$ cat src/rtl/int_queue_select.sv
// rtl/int_queue_select.sv - integer issue-queue select stage with one-entry output buffer
// Define ISSUE_AGE_SELECT_EN to grant the oldest ready entry; otherwise the lowest index wins.
module int_queue_select #(
   parameter int QUEUE_SIZE = 8,
   parameter int IDX_W      = 3,
   parameter int AL_W       = 6,
   parameter int PAYLOAD_W  = 96
) (
   input  logic                          clk,
   input  logic                          rst_n,
   input  logic [QUEUE_SIZE-1:0]         q_occupied,
   input  logic [QUEUE_SIZE-1:0]         q_ready1,
   input  logic [QUEUE_SIZE-1:0]         q_ready2,
   input  logic [QUEUE_SIZE*AL_W-1:0]    q_al_id,
   input  logic [QUEUE_SIZE*PAYLOAD_W-1:0] q_payload,
   input  logic [AL_W-1:0]               al_head,
   input  logic                          flush_valid,
   input  logic [AL_W-1:0]               flush_id,
   output logic [QUEUE_SIZE-1:0]         free_mask,
   output logic                          out_valid,
   input  logic                          out_ready,
   output logic [IDX_W-1:0]              out_idx,
   output logic [AL_W-1:0]               out_al_id,
   output logic [PAYLOAD_W-1:0]          out_payload
);

   logic [AL_W-1:0]      id_arr  [QUEUE_SIZE];
   logic [AL_W-1:0]      age_arr [QUEUE_SIZE];
   logic [PAYLOAD_W-1:0] pl_arr  [QUEUE_SIZE];
   logic [AL_W-1:0]      flush_age;
   logic [AL_W-1:0]      out_age;
   logic [QUEUE_SIZE-1:0] squash;
   logic [QUEUE_SIZE-1:0] cand;
   logic [QUEUE_SIZE-1:0] grant;
   logic                  any_cand;
   logic [IDX_W-1:0]      sel_idx;
   logic                  load_en;

   logic                 out_valid_q, out_valid_d;
   logic [IDX_W-1:0]     out_idx_q, out_idx_d;
   logic [AL_W-1:0]      out_al_id_q, out_al_id_d;
   logic [PAYLOAD_W-1:0] out_payload_q, out_payload_d;

   // Ages are relative to the active-list head so id wrap-around orders correctly.
   always_comb begin
      flush_age = flush_id - al_head;
      out_age   = out_al_id_q - al_head;
      for (int i = 0; i < QUEUE_SIZE; i++) begin
         id_arr[i]  = q_al_id[i*AL_W +: AL_W];
         pl_arr[i]  = q_payload[i*PAYLOAD_W +: PAYLOAD_W];
         age_arr[i] = id_arr[i] - al_head;
         squash[i]  = flush_valid & q_occupied[i] & (age_arr[i] > flush_age);
         cand[i]    = q_occupied[i] & q_ready1[i] & q_ready2[i] & ~squash[i];
      end
   end

`ifdef ISSUE_AGE_SELECT_EN
   // Heap-ordered comparator tree: leaves at QUEUE_SIZE+i, winner at node 1.
   logic                 t_vld [1:2*QUEUE_SIZE-1];
   logic [AL_W-1:0]      t_age [1:2*QUEUE_SIZE-1];
   logic [IDX_W-1:0]     t_idx [1:2*QUEUE_SIZE-1];

   always_comb begin
      for (int n = 0; n < QUEUE_SIZE; n++) begin
         t_vld[QUEUE_SIZE+n] = cand[n];
         t_age[QUEUE_SIZE+n] = age_arr[n];
         t_idx[QUEUE_SIZE+n] = IDX_W'(n);
      end
      for (int n = QUEUE_SIZE-1; n >= 1; n--) begin
         if (t_vld[2*n] && (!t_vld[2*n+1] || (t_age[2*n] < t_age[2*n+1]))) begin
            t_vld[n] = t_vld[2*n];
            t_age[n] = t_age[2*n];
            t_idx[n] = t_idx[2*n];
         end else begin
            t_vld[n] = t_vld[2*n+1];
            t_age[n] = t_age[2*n+1];
            t_idx[n] = t_idx[2*n+1];
         end
      end
      any_cand = t_vld[1];
      sel_idx  = t_idx[1];
   end
`else
   always_comb begin
      any_cand = 1'b0;
      sel_idx  = '0;
      for (int i = QUEUE_SIZE-1; i >= 0; i--) begin
         if (cand[i]) begin
            any_cand = 1'b1;
            sel_idx  = IDX_W'(i);
         end
      end
   end
`endif

   always_comb begin
      load_en = ~out_valid_q | out_ready;
      grant   = '0;
      if (load_en && any_cand) begin
         grant[sel_idx] = 1'b1;
      end
      free_mask = grant | squash;
   end

   always_comb begin
      out_valid_d   = out_valid_q;
      out_idx_d     = out_idx_q;
      out_al_id_d   = out_al_id_q;
      out_payload_d = out_payload_q;
      if (load_en) begin
         out_valid_d   = any_cand;
         out_idx_d     = sel_idx;
         out_al_id_d   = id_arr[sel_idx];
         out_payload_d = pl_arr[sel_idx];
      end else if (flush_valid && (out_age > flush_age)) begin
         out_valid_d = 1'b0;
      end
   end

   always_ff @(posedge clk) begin
      if (!rst_n) begin
         out_valid_q   <= 1'b0;
         out_idx_q     <= '0;
         out_al_id_q   <= '0;
         out_payload_q <= '0;
      end else begin
         out_valid_q   <= out_valid_d;
         out_idx_q     <= out_idx_d;
         out_al_id_q   <= out_al_id_d;
         out_payload_q <= out_payload_d;
      end
   end

   assign out_valid   = out_valid_q;
   assign out_idx     = out_idx_q;
   assign out_al_id   = out_al_id_q;
   assign out_payload = out_payload_q;

endmodule

$ cat config.mk
export PLATFORM = sky130hd
export DESIGN_NAME = int_queue_select
export DESIGN_NICKNAME = d
export VERILOG_FILES = /design/src/rtl/int_queue_select.sv
export SDC_FILE = /design/constraint.sdc
export NUM_CORES = 1
export LEC_CHECK = 0
export ABC_AREA = 1
export CORE_AREA = 8 8 370 372
export CTS_CLUSTER_SIZE = 40
export DETAILED_ROUTE_END_ITERATION = 6
export DIE_AREA = 0 0 378 380
export MAX_ROUTING_LAYER = met4
export PLACE_DENSITY = 0.39
export SKIP_CTS_REPAIR_TIMING = 1
export SLEW_MARGIN = 5
export SYNTH_ARGS = -nofsm -noshare
export SYNTH_HDL_FRONTEND = slang
export SYNTH_SLANG_ARGS = --single-unit
export TNS_END_PERCENT = 100
$ cat constraint.sdc
create_clock -name clk -period 6.75 [get_ports clk]
set_input_delay 1.0125 -clock clk [delete_from_list [all_inputs] [get_ports clk]]
set_output_delay 1.0125 -clock clk [all_outputs]
set_load 0.01 [all_outputs]
==> flow_summary.toml <==
[logic_synthesis]
synthAdderAreaFrac = 0.0820
yosys.area.top_type = "nand3_1"
synth_area_sq_um = 16900
postSynth.asyncResetShare = 0
synth.avg_cell_area_sq_um = 5.27
syn_nets = 4175
synth_edf_count = 0
synthMuxAreaShare = 0
ys_top_cells_by_count = "inv_1 (684), nand3_1 (668), nand2_1 (642), nor2_1 (345), o21ai_0 (135)"
synth_simple_gate_area_share = 0.476
yosysSeqAreaShare = 0.125
synth.most_common_cell = "inv_1"
synth-compound-area-share = 0.0863
synthXorXnorAreaFrac = 0.0191
synth.distinct_cells = 36
ys_warn_count = 0
yosys_most_used_dff = "dfxtp_1"
synth_seq_cells = 106
postSynthCellCount = 3214
synth_area_leaders = "nand3_1 (20%), inv_1 (15%), nand2_1 (14%), dfxtp_1 (13%), nor2_1 (7.6%)"
synth_top_family_by_area = "simple AND/OR/NAND/NOR gates"
synth_top_area_frac = 0.197

[route]
drt-total-wl_um = 129000
drt_iter0_drc = 1322
vias = 23300
vias_per_cell = 3.98
firstDrtPassIters = 6
drtAntennaViolNets = 0
drc_errors = 0
wire_per_inst_um = 22.1

[timing]
tns_ns = 0
rsz0062_at_grt = "no"
setup_violations = 0
final-hold-violation-count = 0
drv_slew = 0
worst_pin_slew_ns = 0.911
fin_crit_ns = 6.26
finalCritPeriodShare = 0.927
max_slew_margin = 0.392
max_freq_ghz = 0.160
finClkSkew_ns = 0.0170

[pwr]
ir_drop_uv = 115
power.static_leakage_uw = 0.0140
powerDensity_nw_per_um2 = 159

[global_routing]
gr-total-overflow = 0
grt_usage = 0.175
antenna_found_initial = 57
grt_pass1_wl_um = 176000
grt_pass1_vias = 23300
grt_start_max_net_pins = 185

[critical_path]
r2r_cells = 15
end_kind = "primary output"
crit_top_cell = "nand2_1"
required_ns = 5.74
path_max_fanout = 9
path_cells = "clkdlybuf4s50_1, inv_1, ha_1, a21oi_1, nand2_1, nand2_1, nand2_1, a21oi_1, xor2_1, buf_12, ha_1, a21boi_1, o21ai_1, nor2_1, a21oi_1, nand2_1, nand2_2, nand2_1, nor2_1, o21ai_1, nor2_4, inv_1, o21ai_0, clkdlybuf4s50_1"
critical_path.slowest_cell = "clkdlybuf4s50_1"
slowest_delay_ns = 0.57
start_kind = "input port"
cp.arrival_ns = 5.25
r2r-start = "out_al_id[0]$_SDFFE_PN0P_"
regToRegSetupSlack_ns = 3.66
rr_endpoint = "out_valid$_SDFFE_PN0P_"
critical_path_class = "in2out"

[floorplan]
io_pins = 970
rows = 133
initial_utilization = 0.129
dieArea_sq_um = 144000
die_x_um = 378
fp.dieH_um = 380
core-area_sq_um = 131000

[placement]
place_area_sq_um = 28400
hpwl_um = 103000
port_buffers = 969
gp_congestion = 0.887

[clock_tree]
cts-root-buf = "clkbuf_16"
cts.sinks = 106
cts_tree = "yes"
cts_buffer_depth = 2
htree_levels = 3
clock_latency_ns = 0.43
path_clk_slew_ns = 0.09
numCtsBuffers = 9

[worst_hold_path]
hold_start = "out_idx[1]$_SDFFE_PN0P_"
min_to = "out_idx[1]$_SDFFE_PN0P_"
holdPathStages = 2
min_path_type = "reg2reg"

[final_layout]
num-nets-final = 4998
layout-drive-gt1-share = 0.0218
area_growth_pct = 70.2
finalInstanceArea_sq_um = 28800
fillers = 15100

[job]
maxCapViolations = 0

[status]
outcome = "completed"
[area by class of cell]
| cell class | instances | area [sq um] | share of cell area |
|---|---|---|---|
| antenna | 42 | 105 | 0.00365 |
| clock buffer | 10 | 239 | 0.00829 |
| clock inverter | 6 | 61.3 | 0.00213 |
| inverter | 689 | 2590 | 0.0899 |
| multi-input combinational | 2216 | 11300 | 0.391 |
| sequential | 106 | 2120 | 0.0736 |
| tap | 1755 | 2200 | 0.0762 |
| timing repair buffer | 1015 | 10200 | 0.355 |
[cells in the final DEF (no fill, tap or decap), drive strengths merged]
| cell type | Yosys | final |
|---|---|---|
| dfxtp | 106 | 106 |
| or2 | 3 | 3 |
| clkdlybuf4s50 | 0 | 968 |
| o211ai | 1 | 1 |
| nor3 | 2 | 2 |
| a221oi | 1 | 1 |
| nand3 | 669 | 669 |
| a31o | 1 | 1 |
| and3 | 8 | 8 |
| a21o | 4 | 4 |
| xnor2 | 7 | 7 |
| clkbuf | 73 | 10 |
| o21bai | 9 | 9 |
| fa | 10 | 10 |
| a31oi | 1 | 1 |
| nand2 | 647 | 647 |
| clkinvlp | 0 | 1 |
| a21boi | 1 | 1 |
| a21oi | 45 | 45 |
| nand4 | 4 | 4 |
| diode | 0 | 42 |
| ha | 95 | 95 |
| xor2 | 30 | 30 |
| buf | 130 | 47 |
| clkinv | 0 | 3 |
| nand3b | 107 | 107 |
| o21ai | 219 | 219 |
| inv | 689 | 691 |
| nor2 | 352 | 352 |
[worst max-delay path, delay by kind of cell]
family	cells	cell delay [ns]
buffers and inverters	5	1.34
xor gates and xnor gates	1	0.25
adders and majority gates	2	0.62
AOI/OAI and AO/OA	7	1.02
and+or+nand+nor	9	0.98
[state kept, by name, summed over array words and instances, names as in the netlist]
register and flops:
out_valid 1, out_payload 96, out_idx 3, out_al_id 6
[stage by stage]
step,utilization,worst slack (ns),power [uW],cells,hold slack (ns)
after detailed placement,0.217,0.465,4000,5781,0.483
after global routing,0.220,0.148,4980,5837,0.523
after floorplan,-,0.985,2410,3214,0.485
after global placement,0.217,0.442,4010,5781,0.490
final,0.220,0.490,4580,5839,0.494
after CTS,0.219,0.454,4700,5797,0.498
[worst max path at each step]
stage          startpoint            to  slack, ns  cells past startpoint
2_1_floorplan  al_head[1]  free_mask[5]       0.98                     23
5_1_grt        al_head[2]  free_mask[5]       0.15                     24
3_3_place_gp   al_head[2]  free_mask[4]       0.44                     29
3_5_place_dp   al_head[2]  free_mask[5]       0.47                     24
6_report       al_head[2]  free_mask[5]       0.49                     24
4_1_cts        al_head[2]  free_mask[5]       0.45                     24
[logic make-up after synthesis]
family | Yosys count
AO/OA/AOI/OAI | 282
XOR/XNOR | 37
buffers and inverters | 892
AND/OR/NAND/NOR | 1792
flip-flops | 106
adder cells (fa/ha/maj) | 105
[routing by layer]
metal	global-route usage	share of wire	vias to the layer above
li1	-	-	11700
met1	0.195	0.40	10700
met2	0.304	0.51	745
met3	0.0472	0.069	106
met4	0.0534	0.022	0
met5	-	0	-
[power breakdown]
part	switching, uW	internal, uW	total, uW
clock	371	272	643
combinational	1780	1330	3110
sequential	74.9	755	830
No activity file was read; power rests on OpenSTA's default activity.
